**config.mk**
```make
export PLATFORM = sky130hd
export DESIGN_NAME = sram_burst_reader
export DESIGN_NICKNAME = d
export VERILOG_FILES = /design/src/rtl/sram_burst_reader.sv
export SDC_FILE = /design/constraint.sdc
export NUM_CORES = 1
export LEC_CHECK = 0
export BUFFER_PORTS_ARGS = -buffer_cell sky130_fd_sc_hd__buf_4
export CAP_MARGIN = 20
export CORE_MARGIN = 4
export CORE_UTILIZATION = 55
export DETAILED_ROUTE_END_ITERATION = 8
export PLACE_DENSITY_LB_ADDON = 0.12
export SLEW_MARGIN = 40
export SYNTH_ARGS = -nofsm -noshare
export SYNTH_HDL_FRONTEND = slang
export SYNTH_SLANG_ARGS = --single-unit
```
**constraint.sdc**
```tcl
create_clock -name clk_i -period 8.9 [get_ports clk_i]
set_input_delay 1.78 -clock clk_i [delete_from_list [all_inputs] [get_ports clk_i]]
set_output_delay 1.78 -clock clk_i [all_outputs]
set_load 0.1 [all_outputs]
```
**src/rtl/sram_burst_reader.sv**
```systemverilog
// sram_burst_reader
//   Reads len_i consecutive words from a single-port synchronous SRAM,
//   starting at base_addr_i and wrapping modulo N_ENTRIES. The words are
//   streamed out on a valid/ready interface through a 2-entry FIFO.
// Ports
//   clk_i, rst_i               clock, synchronous active-high reset
//   start_i, base_addr_i,
//   len_i                      burst request (sampled only when idle)
//   busy_o, done_o             burst in progress / one-cycle completion pulse
//   sram_en_o, sram_we_o,
//   sram_addr_o, sram_data_i   SRAM read port (data one cycle after enable)
//   m_data_o, m_valid_o,
//   m_ready_i, m_last_o        output stream
module sram_burst_reader #(
  parameter int XLEN      = 32,
  parameter int N_ENTRIES = 1024,
  localparam int AW       = $clog2(N_ENTRIES)
) (
  input  logic            clk_i,
  input  logic            rst_i,
  input  logic            start_i,
  input  logic [AW-1:0]   base_addr_i,
  input  logic [AW:0]     len_i,
  output logic            busy_o,
  output logic            done_o,
  output logic            sram_en_o,
  output logic            sram_we_o,
  output logic [AW-1:0]   sram_addr_o,
  input  logic [XLEN-1:0] sram_data_i,
  output logic [XLEN-1:0] m_data_o,
  output logic            m_valid_o,
  input  logic            m_ready_i,
  output logic            m_last_o
);

  typedef enum logic [1:0] {S_IDLE, S_READ, S_DRAIN} state_t;

  state_t          r_state, w_next;
  logic [AW-1:0]   r_addr;
  logic [AW:0]     r_issue_left;   // reads still to issue
  logic [AW:0]     r_beats_left;   // beats still to transfer
  logic            r_inflight;     // read issued last cycle, data on sram_data_i now
  logic [XLEN-1:0] r_mem [2];
  logic            r_wp, r_rp;
  logic [1:0]      r_cnt;
  logic            r_done;

  logic            w_pop, w_issue, w_accept, w_zero_start, w_last_pop;
  logic [2:0]      w_occ;

  assign m_valid_o   = (r_cnt != 2'd0);
  assign m_data_o    = r_mem[r_rp];
  assign m_last_o    = m_valid_o && (r_beats_left == (AW+1)'(1));
  assign w_pop       = m_valid_o && m_ready_i;
  assign w_last_pop  = w_pop && (r_beats_left == (AW+1)'(1));
  assign busy_o      = (r_state != S_IDLE);
  assign done_o      = r_done;
  assign sram_we_o   = 1'b0;
  assign sram_addr_o = r_addr;
  assign sram_en_o   = w_issue;

  // Words buffered plus the one in flight, minus the one leaving this cycle.
  // A pop implies r_cnt >= 1, so this never underflows.
  assign w_occ = {1'b0, r_cnt} + {2'b00, r_inflight} - {2'b00, w_pop};

  always_comb begin
    w_next       = r_state;
    w_issue      = 1'b0;
    w_accept     = 1'b0;
    w_zero_start = 1'b0;
    case (r_state)
      S_IDLE: begin
        if (start_i && (len_i != '0)) begin
          w_accept = 1'b1;
          w_next   = S_READ;
        end else if (start_i) begin
          w_zero_start = 1'b1;
        end
      end
      S_READ: begin
        w_issue = !rst_i && (w_occ < 3'd2);
        if (w_issue && (r_issue_left == (AW+1)'(1))) w_next = S_DRAIN;
      end
      S_DRAIN: begin
        if (w_last_pop) w_next = S_IDLE;
      end
      default: w_next = S_IDLE;
    endcase
  end

  always_ff @(posedge clk_i) begin
    if (rst_i) begin
      r_state      <= S_IDLE;
      r_addr       <= '0;
      r_issue_left <= '0;
      r_beats_left <= '0;
      r_inflight   <= 1'b0;
      r_mem[0]     <= '0;
      r_mem[1]     <= '0;
      r_wp         <= 1'b0;
      r_rp         <= 1'b0;
      r_cnt        <= 2'd0;
      r_done       <= 1'b0;
    end else begin
      r_state    <= w_next;
      r_done     <= w_zero_start || ((r_state == S_DRAIN) && w_last_pop);
      r_inflight <= w_issue;
      if (w_accept) begin
        r_addr       <= base_addr_i;
        r_issue_left <= len_i;
        r_beats_left <= len_i;
      end else begin
        if (w_issue) begin
          r_addr       <= (r_addr == AW'(N_ENTRIES-1)) ? '0 : r_addr + AW'(1);
          r_issue_left <= r_issue_left - (AW+1)'(1);
        end
        if (w_pop) r_beats_left <= r_beats_left - (AW+1)'(1);
      end
      // Capture the word read last cycle; the credit rule guarantees room.
      if (r_inflight) begin
        r_mem[r_wp] <= sram_data_i;
        r_wp        <= ~r_wp;
      end
      if (w_pop) r_rp <= ~r_rp;
      r_cnt <= r_cnt + {1'b0, r_inflight} - {1'b0, w_pop};
    end
  end

endmodule

```
==> key figures <==
GRT
  – GRT overflow: 0
  – Initial antenna violation count: 0
  – Largest net degree at the start of global routing: between 40 and 50
  – Vias in the first global route: about 3.7k
  – First-pass GRT wire length: 17.9 mm
  – Grt met1 use: around a quarter
  – GRT Resource Usage Total: between 20% and 30%
  – Met3 usage: under 10%
  – Met2 Track Usage GR: 35.6%
  – GRT busiest layer: met2

Synthesis
  – FF+latch count, synth: 105
  – Top cells by count, synth: and2_1 (66), edfxtp_1 (64), dfxtp_1 (41)
  – Synth top area share: 37.8%
  – Cells after Synth: ~440
  – Top_reg_cell synth: edfxtp_1
  – Yosys Warn Count: 0
  – Syn Nets: 508
  – Synth unique cells: 58
  – Async S/R FF share, synth: 0%
  – Sequential share of the synthesized area: between 50% and 60%
  – Most common cell in the netlist: and2_1
  – Syn Std Cell Area: 0.00508 mm^2
  – Number of synthesized flops with an enable pin: 64
  – Mean post-synth cell area: roughly 11 um^2
  – Largest cells by area after synthesis: edfxtp_1 (38%), dfxtp_1 (16%), and2_1 (8.1%)
  – Synth area leader: edfxtp_1

Final layout
  – Layout cells sized above 1: 32.8%
  – Post-layout util: between 60% and 70%
  – Area Growth Syn to Fin: 19.8%
  – Antenna fix cells: 0
  – Layout Nets: between 600 and 700

Detailed routing
  – Violation count after the first detailed-route iteration: 155
  – Detailed Routing Iterations Pass 1: 4
  – Detail Route Antenna Nets: 0
  – Vias: between 3k and 4k
  – # DRC: 0
  – Via density: roughly 5.6
  – Routed Wire Length: around 11 mm
  – Drt wl/cell: roughly 17 um

STA
  – RSZ-0062 raised after global routing: no
  – Final Max Slew Viols: 0
  – F_max: around 160 MHz
  – Final hold vios: 0
  – Final worst path period share: 71.9%
  – Final Skew: 0.0112 ns
  – Final Critical Period: around 6.4 ns
  – Worst-margin pin slew: roughly 0.8 ns
  – Final setup fails: 0
  – Final Worst Setup Slack: about 2.5 ns
  – TNS Setup: 0 ns
  – Worst slew margin: roughly 47%

Clock network
  – Clock sinks: 105
  – Reg clk slew, reported paths: roughly 0.1 ns
  – Root buffer cell: clkbuf_8
  – Hold buffer count at CTS: 0
  – Worst-Skew Late Latency: roughly 0.37 ns
  – CTS tree: yes
  – Setup bufs post-CTS: 0
  – Cells resized by post-CTS repair: 0
  – CTS H-tree depth: 3
  – Num CTS Buffers: 9
  – Clock Tree Buf Depth: 2

Place
  – Final GP Congestion: slightly above 0.8
  – Detail Placement HPWL: roughly 7.4 mm
  – I/O Buffers: between 100 and 150
  – Placement Setup Slack: around 2.5 ns

Critical path
  – CP Data Required Time: between 7 and 8 ns
  – Worst path slowest cell: xor2_1
  – Kind of critical path: input port to output pin
  – CP Capture Type: output pin
  – Crit start category: input port
  – Worst-path fanout max: 14
  – Cell Chain, Critical Path: buf_4, o21a_1, ha_1, inv_1, ha_1, fa_1, xor2_1, nand2_2, clkinv_1, buf_4
  – Max stage delay on crit path: between 0.6 and 0.7 ns
  – Arr. time, crit path: about 4.6 ns

Floorplan
  – Initial Util: about 57%
  – Die height: between 100 and 150 um
  – Num rows: 34
  – Die Width: about 100 um
  – Core footprint: 0.00885 mm^2
  – Die area: between 0.01 and 0.015 mm^2
  – # IOs: 105

Power
  – Total power: between 1500 and 2000 uW
  – Static leakage: 0.00239 uW
  – Worst IR drop on VDD: 0.127 mV
  – Pwr Density: ~290 mW/mm^2

Outcome
  – Outcome: completed

Worst hold path
  – Tightest Hold Check Type: flop to flop

Job
  – Max_cap viols: 0
==> report_power, final <==
part | internal (uW) | switching [uW]
registers | 585 | 41.0
logic | 224 | 635
clock network | 106 | 168
total | 915 | 843
==> flip-flops by register name, summed over array words and instances (netlist names), named ones only <==
name / cells
r_wp: 1
r_inflight: 1
done_o: 1
r_beats_left: 11
sram_addr_o: 10
r_state: 2
r_cnt: 2
r_issue_left: 11
r_rp: 1
r_mem: 64
==> cell type report <==
class | instances | area (um^2)
Inverter | 12 | 45.0
Fill cell | 665 | 2760
Timing Repair Buffer | 108 | 811
Sequential cell | 105 | 2740
Tap cell | 108 | 135
Clock inverter | 6 | 48.8
Clock buffer | 10 | 128
Multi-Input combinational cell | 302 | 2180
==> through the flow <==
stage,cells,hold WS [ns],area [um^2]
floorplan,443,0.446,5080
global placement,635,0.461,5910
detailed placement,635,0.488,5910
CTS,651,0.505,6090
global route,651,0.525,6090
finish,651,0.498,6090
==> worst max-delay path, delay by kind of cell <==
| family | cells | cell delay [ns] |
|---|---|---|
| compound gates | 1 | 0.24 |
| xor+xnor | 1 | 0.64 |
| fa+ha+maj | 3 | 0.91 |
| buf+inv | 4 | 0.70 |
| simple gates | 1 | 0.34 |
==> path summary, 6_finish.rpt <==
path	endpoint	cells after the start	slack [ns]	from
worst min register to register	r_issue_left[8]$_SDFFE_PP0P_	2	0.50	r_issue_left[8]$_SDFFE_PP0P_
worst min-delay path	r_issue_left[8]$_SDFFE_PP0P_	2	0.50	r_issue_left[8]$_SDFFE_PP0P_
worst max register to register	r_issue_left[7]$_SDFFE_PP0P_	9	5.53	r_cnt[1]$_SDFF_PP0_
worst max-delay path	sram_en_o	10	2.50	m_ready_i
==> per-layer routing <==
layer,routed length (um),vias up
met1,4570,1766
met3,510,10
met2,5580,100
met5,0,-
li1,-,1799
met4,127,0
==> layout by cell type, fill, tap and decap left out, drive strengths merged, types with 2 or more instances in the layout <==
cell,synthesis,layout
a211oi,14,14
nor2,22,22
o211ai,9,9
a31oi,10,10
xnor2,7,7
or4,7,7
nor3b,3,3
clkinv,1,4
clkbuf,9,10
nor2b,3,3
o21a,2,2
o31a,4,4
buf,15,108
nand3,14,14
a311oi,3,3
or3,8,8
ha,7,7
nand3b,3,3
o311ai,2,2
mux2,32,32
a21oi,11,11
nand4b,2,2
and2,66,66
nor3,5,5
nor4,4,4
xor2,7,7
inv,11,14
nand2,23,23
dfxtp,41,41
nand4,8,8
a31o,2,2
and3,4,4
or2,4,4
edfxtp,64,64
o31ai,2,2
o21ai,4,4
==> kinds of logic after synthesis <==
kind of cell / Yosys count / synth area share, %
AOI/OAI and AO/OA: 67 / 10.1
xor gates and xnor gates: 14 / 2.41
muxes: 32 / 7.09
other: 1 / 0.0738
buffers and inverters: 36 / 3.37
and+or+nand+nor: 180 / 20.8
DFF: 105 / 54.0
adders and majority gates: 8 / 2.12
(Power assumes the default switching activity.)
